$ cat config.mk
export PLATFORM = sky130hd
export DESIGN_NAME = trig_record_fifo
export DESIGN_NICKNAME = d
export VERILOG_FILES = /design/src/rtl/trig_record_fifo.sv
export SDC_FILE = /design/constraint.sdc
export NUM_CORES = 1
export LEC_CHECK = 0
export BUFFER_PORTS_ARGS = -buffer_cell sky130_fd_sc_hd__buf_2
export CAP_MARGIN = 0
export CORE_MARGIN = 2
export CORE_UTILIZATION = 40
export CTS_CLUSTER_SIZE = 24
export DETAILED_ROUTE_END_ITERATION = 10
export PLACE_DENSITY = 0.56
export SYNTH_ARGS = -nofsm -noshare
export SYNTH_HDL_FRONTEND = slang
export SYNTH_SLANG_ARGS = --single-unit
$ cat constraint.sdc
create_clock -name clk_adc -period 7.8 [get_ports clk_adc]
set_input_delay 0.78 -clock clk_adc [delete_from_list [all_inputs] [get_ports clk_adc]]
set_output_delay 0.78 -clock clk_adc [all_outputs]
set_load 0.01 [all_outputs]
$ cat src/rtl/trig_record_fifo.sv
`default_nettype none
// ============================================================================
// Module      : trig_record_fifo
// Description : Timestamps rising edges of trigger-path firings and queues
//               {mask, timestamp} records in a small FIFO for readout.
// Revision    : 1.0 - initial release
// ============================================================================
module trig_record_fifo #(
    parameter int NTRIG = 8,
    parameter int TS_W  = 56,
    parameter int DEPTH = 8,
    parameter int OVF_W = 16
) (
    input  logic                      clk_adc,
    input  logic                      nrst,
    input  logic [NTRIG-1:0]          fired,
    input  logic                      resetClock,
    input  logic                      resetOut,
    input  logic                      rd_req,
    output logic [NTRIG+TS_W-1:0]     rd_data,
    output logic                      rd_valid,
    output logic                      empty,
    output logic                      full,
    output logic [$clog2(DEPTH):0]    count,
    output logic                      overflow,
    output logic [OVF_W-1:0]          ovf_count,
    output logic [NTRIG-1:0]          triggerFired,
    output logic [TS_W-1:0]           clockCounter
);

    localparam int AW = $clog2(DEPTH);
    localparam int RW = NTRIG + TS_W;

    localparam logic [AW:0]      c_cnt_one  = (AW+1)'(1);
    localparam logic [AW:0]      c_cnt_full = (AW+1)'(DEPTH);
    localparam logic [AW-1:0]    c_ptr_one  = AW'(1);
    localparam logic [TS_W-1:0]  c_ts_one   = TS_W'(1);
    localparam logic [OVF_W-1:0] c_ovf_one  = OVF_W'(1);

    logic [TS_W-1:0]  r_ts;
    logic [NTRIG-1:0] r_fired_d;
    logic [AW-1:0]    r_wr_ptr;
    logic [AW-1:0]    r_rd_ptr;
    logic [AW:0]      r_count;
    logic [RW-1:0]    r_mem [DEPTH];

    logic [NTRIG-1:0] w_new;
    logic             w_capture;
    logic             w_pop;
    logic             w_push;
    logic             w_drop;
    logic [RW-1:0]    w_record;

    assign count = r_count;
    assign empty = (r_count == '0);
    assign full  = (r_count == c_cnt_full);

    assign w_new     = fired & ~r_fired_d;
    assign w_capture = |w_new;
    assign w_record  = {w_new, r_ts};

    // resetOut discards any same-cycle capture or pop; a full FIFO still
    // accepts a record when a pop frees the head slot in the same cycle.
    assign w_pop  = rd_req & ~empty & ~resetOut;
    assign w_push = w_capture & ~resetOut & (~full | w_pop);
    assign w_drop = w_capture & ~resetOut & full & ~w_pop;

    always_ff @(posedge clk_adc or negedge nrst) begin
        if (!nrst) begin
            r_ts      <= '0;
            r_fired_d <= '0;
        end else begin
            r_fired_d <= fired;
            r_ts      <= resetClock ? '0 : r_ts + c_ts_one;
        end
    end

    always_ff @(posedge clk_adc or negedge nrst) begin
        if (!nrst) begin
            r_wr_ptr     <= '0;
            r_rd_ptr     <= '0;
            r_count      <= '0;
            rd_data      <= '0;
            rd_valid     <= 1'b0;
            overflow     <= 1'b0;
            ovf_count    <= '0;
            triggerFired <= '0;
            clockCounter <= '0;
        end else begin
            rd_valid <= w_pop;
            if (resetOut) begin
                r_wr_ptr     <= '0;
                r_rd_ptr     <= '0;
                r_count      <= '0;
                overflow     <= 1'b0;
                ovf_count    <= '0;
                triggerFired <= '0;
                clockCounter <= '0;
            end else begin
                if (w_capture) begin
                    triggerFired <= w_new;
                    clockCounter <= r_ts;
                end
                if (w_pop) begin
                    rd_data  <= r_mem[r_rd_ptr];
                    r_rd_ptr <= r_rd_ptr + c_ptr_one;
                end
                if (w_push) begin
                    r_wr_ptr <= r_wr_ptr + c_ptr_one;
                end
                if (w_drop) begin
                    overflow <= 1'b1;
                    if (ovf_count != '1) begin
                        ovf_count <= ovf_count + c_ovf_one;
                    end
                end
                case ({w_push, w_pop})
                    2'b10:   r_count <= r_count + c_cnt_one;
                    2'b01:   r_count <= r_count - c_cnt_one;
                    default: r_count <= r_count;
                endcase
            end
        end
    end

    // Storage needs no reset: only slots behind the write pointer are read.
    always_ff @(posedge clk_adc) begin
        if (w_push) begin
            r_mem[r_wr_ptr] <= w_record;
        end
    end

endmodule
`default_nettype wire
After elaboration in Yosys (flattened, before gate mapping)

Memory sizes are Yosys's and may differ from the RTL's. A register that Yosys moved wholly into a read port is not among the register bits.
Cells that the tools add are included.

Bits in registers: 156
Bits in latches: 0
Bits in writable memories: 512
Bits in read-only memories: 0
Input port bits: 13
Output and inout port bits: 152
Logic and storage cells: 63
Memories kept: 1

Memory list:

| name  | words | bits a word | rd ports | clocked after memory_dff | write ports | RTL line | source |
|---|---|---|---|---|---|---|---|
| r_mem | 8     | 64          | 1        | 1                        | 1           | 45       | `logic [RW-1:0] r_mem [DEPTH];` |

Add/subtract/negate cells: 6
Multiply operators: 0
Divide/modulo/power cells: 0
Order comparisons: 0
Eq/ne operators: 4
Shift-type cells: 0
Muxes and demuxes: 18
Bitwise logic cells: 13
Reduce and logical (&&, ||, !) cells: 11

Operators with widths:

| kind                    | count |
|---|---|
| $mux W56                | 3 |
| $add A56 B1 Y56 const B | 1 |
| $mux W16                | 3 |
| $add A16 B1 Y16 const B | 1 |
| $mux W8                 | 2 |
| $ne A16 B16 Y1 const B  | 1 |
| $mux W3                 | 4 |
| $reduce_bool A2 Y1      | 5 |
| $and A8 B8 Y8           | 1 |
| $not A8 Y8              | 1 |
| $pmux W4 S2             | 1 |
| $reduce_or A8 Y1        | 1 |
| $add A3 B1 Y3 const B   | 2 |
| $and A1 B1 Y1           | 6 |
| $add A4 B1 Y4 const B   | 1 |
| $eq A4 B4 Y1 const B    | 1 |
| $logic_not A4 Y1        | 1 |
| $mux W1                 | 4 |
| $mux W4                 | 1 |
| $not A1 Y1              | 4 |
| $reduce_and A2 Y1       | 2 |
| $sub A4 B1 Y4 const B   | 1 |
| $reduce_bool A3 Y1      | 1 |
| $eq A2 B1 Y1 const B    | 1 |
| 3 further kinds         | 3 |

Depth between registers and ports, before layout

Gate-level depths: netlist of the first run.

Depth after elaboration: 9
Gate-level depth with buffers: 12
Depth with buffers taken out: 9

Worst setup path after synthesis of the first run

Ideal clock, no wire load.

Path kind: input-to-reg
From: in fired[1]
To: mem r_mem[0][0] (netlist bit), enable pin
Library setup time: 0.644 ns
Data arrival time: 7.987 ns
Data required time: 7.156 ns
Path slack: -0.831 ns
Cell stages on the path: 5
Path buffers: 0
Cell sequence: nor2b_1 or4_1 nor2_1 or3_1 nor4_1

Word-level cells in the longest chain between the ends: 6

Ends and longest elaborated chain:

| item                          | RTL line | source |
|---|---|---|
| start, declared               | 16       | `input logic [NTRIG-1:0] fired,` |
| $and A8 B8 Y8                 | 58       | `assign w_new = fired & ~r_fired_d;` |
| $reduce_or A8 Y1              | 59       | `assign w_capture = \|w_new;` |
| $and A1 B1 Y1 (2 in series)   | 65       | `assign w_push = w_capture & ~resetOut & (~full \| w_pop);` |
| $mux W1                       | 128      | `if (w_push) begin` |
| $mux W1 (not written as such) | 129      | `r_mem[r_wr_ptr] <= w_record;` |
| end, declared                 | 45       |  |

No other way between the ends.

Final worst setup path of the first run

From: reg r_fired_d[0]
To: mem r_mem[7][50] (netlist bit), enable pin

Word-level cells in the longest chain between the ends: 7

Ends and longest elaborated chain:

| item                          | RTL line | source |
|---|---|---|
| start, declared               | 41       | `logic [NTRIG-1:0] r_fired_d;` |
| start signal, assigned        | 73       | `r_fired_d <= fired;` |
| $not A8 Y8                    | 58       |  |
| $and A8 B8 Y8                 | 58       |  |
| net w_new[0]                  | 47       | `logic [NTRIG-1:0] w_new;` |
| $reduce_or A8 Y1              | 59       |  |
| $and A1 B1 Y1 (2 in series)   | 65       |  |
| $mux W1                       | 128      |  |
| $mux W1 (not written as such) | 129      |  |

The timed path passes the listed nets, and every way through them passes these cells.

==> results by group, run 1 <==
Routing
  • WL met2: 32000 um
  • First-pass detailed-route iteration total: 5
  • DR vias/cell: around 5.3
  • Via count: 15500
  • Met1 Wirelength: 28300 um
  • Routed Antenna Nets: 0
  • Drt wl/cell: 22.1 um
  • Drt drc: 0
  • Initial drt markers: 1037
  • Drt total wl: 64200 um
  • Uppermost layer routed: met4
  • Met3 wire length: 2810 um

Power and ir drop
  • Psw: 2.40 mW
  • Power Dens Cells: 290 nW/um2
  • Sw Ratio: 0.251
  • Logic pwr share: 0.148
  • Internal power: between 7 and 8 mW
  • VDD IR max: 175 uV
  • Lkg Pwr: about 12 nW
  • Total power: between 9 and 10 mW
  • Clk pwr share: 0.369
  • Sequential share of power: 0.482

Cells and area
  • # fillers: 6158
  • Non-Filler Instances: approximately 2900
  • Layout cell share with drive strength beyond 1: 0.229
  • Nets@finish: 1925
  • Layout area overhead: 15.4%

Timing
  • Skew final: 0.0226 ns
  • Final worst slack: 3.25 ns
  • RSZ-0062 raised after global routing: no
  • Crit share post-route: 0.583
  • Setup total negative slack: 0 ns
  • Fmax: 220 MHz
  • Relative slew slack: 0.261
  • Final Setup Violations: 0
  • Final Hold Viols: 0
  • Max-slew violation count: 0
  • Slew @ Worst Pin: 1.11 ns
  • Final Critical Period: 4.55 ns

Setup path
  • Worst R2R Setup Slack: between 3 and 4 ns
  • R2R Path End: r_mem[7][50]
  • Largest fanout on the critical path: 59
  • Critical path class: reg2reg
  • R2R depth: 7
  • Kind of start point of the critical path: flop
  • Worst r2r src: r_fired_d[0]
  • Required time of the worst setup path: 8.02 ns
  • Arrival @ worst endpoint: 4.77 ns
  • Crit. End Element: flop

Synthesis
  • Syn_area_per_cell: 16.5 um2
  • Synth top area cells: edfxtp_1 (54%), dfrtp_1 (19%), mux4_2 (10%), nand2_1 (2.8%), mux2i_1 (2.3%)
  • Fraction of synthesized area in multiplexers: 0.126
  • Seq/Total Area, Yosys: 0.731
  • Synth top area share: 0.538
  • Syn Std Cell Area: 28600 um2
  • Xor/xnor share of the synthesized area: 0.0120
  • Async S/R FF share, synth: 0.301
  • Post-Syn Nets: 1746
  • Synth Area in Adders: 0.00333
  • Synth Area in Compound Gates: 0.0391
  • Largest area contributor in the netlist: edfxtp_1
  • #FFs+latches synth: about 730
  • Netlist cell types: between 40 and 50
  • EDFF count, synth: 512
  • Combinational family with the most area after synthesis: multiplexers
  • Syn Inst Count: 1726
  • Synth warn: 0
  • Primary FF master, synth: edfxtp_1
  • Simple-gate share of the synthesized area: 0.0743

Hold path
  • Worst hold path type: in2async

Clocking
  • CTS buffer count: 77
  • Clock sinks: ~730
  • Clock buffer depth: 3
  • Post-CTS Hold Buffers: 0
  • Post CTS Setup Buffer Count: 0
  • H-tree depth: 3
  • Clock Root Buffer: clkbuf_16
  • Clk Latency, worst-skew pair: 0.61 ns
  • TritonCTS clock tree: yes
  • Clock Pin Slew Worst Setup and Hold Paths: about 0.06 ns
  • Post-cts sizing count: 0

Place
  • RePlAce Congestion: 0.731
  • Port-buffer cells: approximately 160
  • Placed Instances: around 2800
  • Hpwl dp: 37100 um
  • Pre-CTS setup slack: between 2 and 3 ns

Die
  • Core Footprint: approximately 70000 um2
  • Row count: just under 100
  • Die ar.: 73500 um2
  • IO Count: between 150 and 200
  • Initial Util: 0.406
  • DIE HEIGHT: 271 um
  • Die width: about 270 um

GRT
  • Overflow after GRT: 0
  • Number of global-route vias before repair: about 16000
  • Antenna violations before repair: 0
  • Wire length of the first global-routing pass: about 100000 um
  • Largest net degree at the start of global routing: 85
  • Global-route usage over all layers: 0.176

Status
  • Status: finished clean

Job
  • MaxCap Viol Count: 0
-- per-stage QoR --
| stage | area (um2) | hold slack, ns | utilization |
|---|---|---|---|
| floorplan | 28600 | 0.484 | - |
| detailed placement | 30500 | 0.466 | 0.433 |
| CTS | 32900 | 0.184 | 0.468 |
| global route | 32900 | 0.215 | 0.468 |
| finish | 32900 | 0.181 | 0.468 |
| global placement | 30500 | 0.464 | 0.433 |
-- metal layers --
metal | track usage | vias up
li1 | - | 6989
met1 | 0.241 | 8087
met2 | 0.295 | 362
met3 | 0.0286 | 90
met4 | 0.0432 | 0
met5 | 0 | -
-- worst max-delay path by stage --
stage                       startpoint           end  slack [ns]
after floorplan               fired[1]   r_mem[0][0]        1.88
after global placement        fired[5]  r_mem[7][49]        2.79
after detailed placement      fired[5]  r_mem[7][46]        2.63
after CTS                 r_fired_d[5]  r_mem[7][45]        3.14
after global routing      r_fired_d[4]  r_mem[7][37]        2.91
final                     r_fired_d[0]  r_mem[7][50]        3.25
-- logic make-up (layout without fill, tap and decap cells) --
family	Yosys count	after routing
other	0	1
adder cells (fa/ha/maj)	7	7
XOR/XNOR	39	39
flip-flops	732	732
AND/OR/NAND/NOR	440	440
buffers and inverters	100	343
AO/OA/AOI/OAI	210	210
multiplexers	198	198
-- critical path, stage by stage, from the launching register on --
cell,delay [ns]
dfrtp_1,0.36
nor2b_1,0.68
nor4_1,0.20
nand2_2,0.10
buf_4,0.65
nand3_1,0.51
nor2_4,0.79
buf_4,0.78
-- flip-flops by register name, summed over array words and instances (netlist names) --
register,cells
r_rd_ptr,3
r_wr_ptr,3
count,4
r_mem,512
rd_valid,1
rd_data,64
ovf_count,16
triggerFired,8
r_ts,56
overflow,1
clockCounter,56
r_fired_d,8
-- area by class of cell --
class                   instances  area [um2]  share of cell area
repair buffers                187        1010              0.0305
clock buffers                 108        2200              0.0667
clock inverters                35         264             0.00801
diodes                          1        2.50           0.0000760
inverters                      13        48.8             0.00148
flip-flops and latches        732       20900               0.634
well taps                     940        1180              0.0357
multi-input cells             894        7360               0.223
-- cells in the mapped netlist, drive strengths merged (2+ instances only) --
cell,instances
and3,9
xor2,22
nand2,211
nand3,24
nor2b,14
ha,6
nor2,79
mux2i,65
nand4,32
o41ai,2
o31ai,12
o21ai,86
o32ai,3
a21oi,103
nor4,18
mux4,128
or3,19
dfrtp,220
or4,16
and4,2
xnor2,17
inv,13
edfxtp,512
clkbuf,60
nor3,6
or2,4
mux2,5
buf,27
-- power groups by stage --
stage	Sequential (mW)	Combinational, mW	Clock [mW]
3_5_place_dp	4.70	1.47	0
5_1_grt	4.66	1.57	3.77
3_3_place_gp	4.69	1.46	0
4_1_cts	4.62	1.47	3.62
2_1_floorplan	4.67	0.981	0
6_report	4.61	1.42	3.53
-- layout by cell type, fill, tap and decap left out, types with 12 or more instances in the layout --
cell and n:
a21oi_1 103, buf_2 162, buf_4 24, clkbuf_1 20
clkbuf_16 81, clkinv_1 16, dfrtp_1 217, edfxtp_1 512
inv_1 13, mux2i_1 65, mux4_2 128, nand2_1 209
nand3_1 22, nand4_1 30, nor2_1 71, nor2b_1 14
nor4_1 12, o21ai_0 84, o31ai_1 12, or3_1 19
or4_1 16, xnor2_1 17, xor2_1 22
Power figures use the tool's default switching activity.
==> run 2: changes to the inputs <==
Settings changed: ABC_AREA set to 1, PLACE_DENSITY 0.56 to 0.54.
Clock period 7.8 ns to 4.4 ns, I/O delays scaled along.
==> results by group, run 2 <==
Timing
  • Relative slew slack: 0.310
  • Skew final: approximately 0.027 ns
  • Setup total negative slack: 0 ns
  • Fmax: between 300 and 400 MHz
  • RSZ-0062 raised after global routing: no
  • Final Critical Period: 2.67 ns
  • Crit share post-route: 0.607
  • Max-slew violation count: 0
  • Final Setup Violations: 0
  • Final Hold Viols: 0
  • Slew @ Worst Pin: 1.04 ns

GRT
  • Largest net degree at the start of global routing: 102
  • Wire length of the first global-routing pass: about 120000 um
  • Overflow after GRT: 0
  • Global-route usage over all layers: 0.214
  • Number of global-route vias before repair: approximately 20000
  • Antenna violations before repair: 0

Clocking
  • CTS buffer count: 79
  • TritonCTS clock tree: yes
  • Post CTS Setup Buffer Count: 0
  • H-tree depth: 3
  • Clock Pin Slew Worst Setup and Hold Paths: 0.06 ns
  • Clock sinks: 732
  • Clock buffer depth: 3
  • Clock Root Buffer: clkbuf_16
  • Clk Latency, worst-skew pair: 0.64 ns

Synthesis
  • Top-count cell post-synth: edfxtp_1
  • Post-Syn Nets: 2550
  • Seq/Total Area, Yosys: 0.709
  • Syn Inst Count: roughly 2500
  • Primary FF master, synth: edfxtp_1
  • Simple-gate share of the synthesized area: 0.132
  • EDFF count, synth: 512
  • Top post-synthesis cells by count: edfxtp_1 (512), nor2_1 (445), nand2_1 (382)
  • Syn Std Cell Area: 29500 um2
  • Synth top area share: 0.522
  • Xor/xnor share of the synthesized area: 0.0122
  • Syn_area_per_cell: 11.6 um2
  • Fraction of synthesized area in multiplexers: 0
  • Netlist cell types: 39
  • Async S/R FF share, synth: 0.301
  • #FFs+latches synth: 732
  • Synth Area in Adders: 0.00323
  • Largest area contributor in the netlist: edfxtp_1
  • Synth Area in Compound Gates: 0.105
  • Synth warn: 0
  • Synth top area cells: edfxtp_1 (52%), dfrtp_1 (19%), nor2_1 (5.7%), o21ai_0 (4.9%), nand2_1 (4.9%)
  • Combinational family with the most area after synthesis: simple AND/OR/NAND/NOR gates

Setup path
  • Crit. End Element: flop
  • Kind of start point of the critical path: flop
  • Worst R2R Setup Slack: 1.73 ns
  • Worst Setup SP: r_ts[1]
  • R2R Path End: r_ts[52]
  • R2R depth: 8
  • Worst r2r src: r_ts[1]
  • Critical path class: reg2reg
  • CP endpoint: r_ts[52]
  • Required time of the worst setup path: about 4.9 ns
  • Arrival @ worst endpoint: 3.17 ns
  • Largest fanout on the critical path: 11

Place
  • Hpwl dp: 48100 um
  • RePlAce Congestion: 0.872
  • Port-buffer cells: 164

Routing
  • Initial drt markers: 1946
  • Drt total wl: 80500 um
  • Drt wl/cell: 21.7 um
  • DR vias/cell: 5.37
  • First-pass detailed-route iteration total: 6
  • Via count: 19900
  • Routed Antenna Nets: 0
  • Drt drc: 0

Die
  • DIE HEIGHT: 275 um
  • Row count: 99
  • Initial Util: 0.404
  • Die width: 275 um
  • IO Count: 165
  • Die ar.: 75800 um2
  • Core Footprint: 73000 um2

Cells and area
  • Commonest non-fill, non-tap cell in the layout: edfxtp_1
  • Biggest regs: r_mem: 512 flops, rd_data: 64 flops
  • Layout area overhead: 16.0%
  • Multi-input gate area: 7500 um2
  • Most flops, register: r_mem
  • FF+latch area: 20900 um2
  • Commonest non-fill, non-tap cells in the layout: edfxtp_1 (512), nor2_1 (437), nand2_1 (382)
  • # fillers: 6541
  • Number of flip-flops in the largest register: 512
  • Nets@finish: 2704
  • Layout cell share with drive strength beyond 1: 0.132
  • Final Util: 0.468

Power and ir drop
  • Lkg Pwr: 12.8 nW
  • VDD IR max: 297 uV
  • Power Dens Cells: 527 nW/um2

Job
  • MaxCap Viol Count: 0

Status
  • Status: finished clean

Hold path
  • Worst hold path type: in2reg
run 2: cell types whose count changed after synthesis, sizes merged, moves of 86 or more:
cell,change
a21oi,-86
inv,+124
mux4,-128
nand2,+177
nor2,+375
o21ai,+220
o221ai,+107
run 2: per-layer routing:
metal  track usage  routed length (um)  vias up
met5             0                   0        -
met4        0.0666                1720        0
met3        0.0290                4070       99
met2         0.337               37600      537
met1         0.308               37200    10100
li1              -                   -     9238
run 2: repair_timing:
action                    4_1_cts  5_1_grt
hold buffers                    9        0
hold endpoints to repair      104        0
resized for setup               0        0
run 2: how the worst min path moves through the flow:
| stage | cells after the start | startpoint | to |
|---|---|---|---|
| CTS | 3 | rd_req | r_rd_ptr[2] |
| floorplan | 0 | nrst | clockCounter[0] |
| finish | 3 | rd_req | r_rd_ptr[2] |
| global placement | 2 | rd_data[29] | rd_data[29] |
| detailed placement | 2 | rd_data[46] | rd_data[46] |
| global route | 3 | rd_req | r_rd_ptr[2] |
run 2: final cells by class:
| type | count | area share |
|---|---|---|
| diodes | 1 | 0.0000733 |
| flip-flops and latches | 732 | 0.612 |
| clock inverters | 40 | 0.0121 |
| multi-input cells | 1523 | 0.219 |
| well taps | 959 | 0.0351 |
| clock buffers | 108 | 0.0664 |
| repair buffers | 210 | 0.0399 |
| inverters | 138 | 0.0153 |
run 2: metrics by stage:
stage	hold slack, ns	cell area, um2	power (mW)	setup WS [ns]	instances
2_1_floorplan	0.144	29500	10.3	-0.0100	2530
3_3_place_gp	0.462	31400	11.3	1.37	3553
6_report	0.162	34200	18.0	1.73	3711
4_1_cts	0.128	34200	18.2	1.70	3710
5_1_grt	0.178	34200	18.9	1.57	3710
3_5_place_dp	0.461	31400	11.4	1.29	3553
run 2: kinds of logic (layout without fill, tap and decap cells):
group / Yosys count / in the layout
AOI/OAI and AO/OA: 508 / 508
xor gates and xnor gates: 41 / 41
adders and majority gates: 7 / 7
buffers and inverters: 275 / 496
DFF: 732 / 732
other: 0 / 1
and+or+nand+nor: 967 / 967
run 2: worst max-delay path, stage by stage, from the launching register on:
cell and delay, ns:
dfrtp_1 0.73, ha_1 0.34, nand2_1 0.09, nor2_1 0.24
inv_1 0.14, nor3_1 0.71, nand4_1 0.16, nand2_1 0.11
nor2_1 0.04
run 2: where the power goes:
| group | switching [mW] | leakage [nW] | total (mW) | internal [mW] |
|---|---|---|---|---|
| Combinational | 2.05 | 3.77 | 2.97 | 0.923 |
| Clock | 2.78 | 1.32 | 6.77 | 4.00 |
| Sequential | 0.339 | 7.74 | 8.26 | 7.93 |
==> run 3: changes to the inputs <==
Settings changed: ABC_AREA 1 to 0, PLACE_DENSITY 0.54 to 0.56.
Clock period 4.4 ns to 2.3 ns, I/O delays scaled along.
==> results by group, run 3 (synthesis results as in run 1) <==
Power and ir drop
  • Sw Ratio: 0.255
  • Power Dens Cells: 964 nW/um2
  • Psw: between 8 and 9 mW
  • VDD IR max: 520 uV
  • Clk pwr share: 0.372
  • Sequential share of power: 0.457
  • Total power: ~34 mW
  • Internal power: between 20 and 30 mW
  • Lkg Pwr: 12.8 nW
  • Logic pwr share: 0.171

Clocking
  • Clk Latency, worst-skew pair: 0.63 ns
  • Clock buffer depth: 3
  • Clock sinks: around 730
  • CTS buffer count: 76
  • H-tree depth: 3
  • Clock Root Buffer: clkbuf_16
  • TritonCTS clock tree: yes
  • Clock Pin Slew Worst Setup and Hold Paths: 0.06 ns

Timing
  • Crit share post-route: 0.971
  • Final Setup Violations: 0
  • Final Hold Viols: 0
  • Skew final: 0.0218 ns
  • Max-slew violation count: 0
  • Final worst slack: 0.0664 ns
  • Relative slew slack: 0.543
  • Fmax: 448 MHz
  • Final Critical Period: 2.23 ns
  • Slew @ Worst Pin: 0.685 ns

Routing
  • Via count: approximately 16000
  • Initial drt markers: about 1100
  • Drt drc: 0
  • Drt wl/cell: 21.9 um
  • Routed Antenna Nets: 0
  • DR vias/cell: 5.27
  • Drt total wl: between 60000 and 70000 um
  • First-pass detailed-route iteration total: 5

Setup path
  • Crit. End Element: flop
  • CP cell instances: or4b_4 -> nor2_4 -> buf_4 -> or3_4 -> buf_6 -> nor2_4 -> buf_12 -> buf_12
  • Kind of start point of the critical path: flop
  • CP max-delay cell: or4b_4
  • Arrival @ worst endpoint: 2.59 ns
  • Worst path max stage delay: ~0.56 ns
  • Largest fanout on the critical path: 25
  • Worst r2r src: count[2]
  • Required time of the worst setup path: 2.65 ns
  • Worst Setup SP: count[2]
  • Worst R2R Setup Slack: ~0.066 ns
  • Critical path class: reg2reg

GRT
  • Antenna violations before repair: 0
  • Largest net degree at the start of global routing: 130
  • Wire length of the first global-routing pass: 103000 um
  • Overflow after GRT: 0
  • Number of global-route vias before repair: 16900
  • Global-route usage over all layers: 0.184

Place
  • Pre-CTS setup slack: -0.0265 ns
  • Placed Instances: 2903
  • Post-placement cell area: 32100 um2
  • Port-buffer cells: 164
  • RePlAce Congestion: 0.776
  • Hpwl dp: 42200 um

Status
  • Status: finished clean

Cells and area
  • Most flops, register: r_mem
  • Number of flip-flops in the largest register: 512
  • Commonest non-fill, non-tap cell in the layout: edfxtp_1
  • Layout area overhead: 22.3%
  • N_diodes: 0
  • Layout cell share with drive strength beyond 1: 0.300
  • Nets@finish: about 2100
  • Non-Filler Instances: 3067
  • Final design area excluding fillers: 34900 um2
  • Commonest non-fill, non-tap cells in the layout: edfxtp_1 (512), dfrtp_1 (214), nand2_1 (209)
  • Biggest regs: r_mem: 512 flops, rd_data: 64 flops
  • # fillers: roughly 6000

Hold path
  • Worst hold path type: in2async

Die
  • Die width: approximately 270 um
  • Core Footprint: 70400 um2
  • IO Count: around 170
  • Die ar.: about 74000 um2
  • DIE HEIGHT: roughly 270 um
  • Row count: 97
  • Initial Util: 0.406

Job
  • MaxCap Viol Count: 0
## run 3: path summary, 6_finish.rpt
path | to | cells after the start
min reg2reg | rd_data[49] | 2
max reg2reg | r_mem[4][45] | 8
max | r_mem[4][45] | 8
max in group asynchronous | rd_data[27] | 3
min in group clk_adc | r_rd_ptr[2] | 3
min | rd_data[47] | 2
## run 3: layout make-up
cell class,instances,area (um2),share of cell area
repair buffers,348,2720,0.0780
clock inverters,47,508,0.0146
clock buffers,93,2050,0.0587
well taps,940,1180,0.0337
flip-flops and latches,732,20900,0.599
inverters,13,48.8,0.00140
multi-input cells,894,7510,0.215
## run 3: metal layers
metal  global-route usage  routed length [um]
met1                0.254               29600
met2                0.304               33000
met3               0.0314                3100
met4               0.0513                1290
met5                    0                   0
## run 3: what timing repair did
item                                    4_1_cts  5_1_grt
cloned                                        0        1
endpoints found under the hold margin        69        0
gates resized for setup                       0       15
hold buffers                                 10        0
endpoints found under the setup margin       98      187
buffers inserted                              3       10
pin swaps                                     0        8
## run 3: power groups by stage
stage | registers (mW) | logic [mW] | clock network (mW)
global route | 15.5 | 6.31 | 13.4
floorplan | 15.8 | 3.40 | 0
global placement | 15.6 | 5.85 | 0
CTS | 15.4 | 5.92 | 12.8
detailed placement | 15.7 | 5.90 | 0
finish | 15.4 | 5.75 | 12.5
## run 3: critical path, delay by kind of cell, from the launching register on
family	cells	cell delay, ns
and+or+nand+nor	4	0.93
DFF	1	0.44
buffers and inverters	4	0.56
## run 3: metrics by stage
stage                     hold slack [ns]   util  setup TNS [ns]
final                               0.136  0.496               0
after detailed placement            0.218  0.455          -0.765
after CTS                           0.104  0.493               0
after floorplan                   -0.0656      -         -418.82
after global routing                0.149  0.496         -0.0230
after global placement              0.215  0.455               0
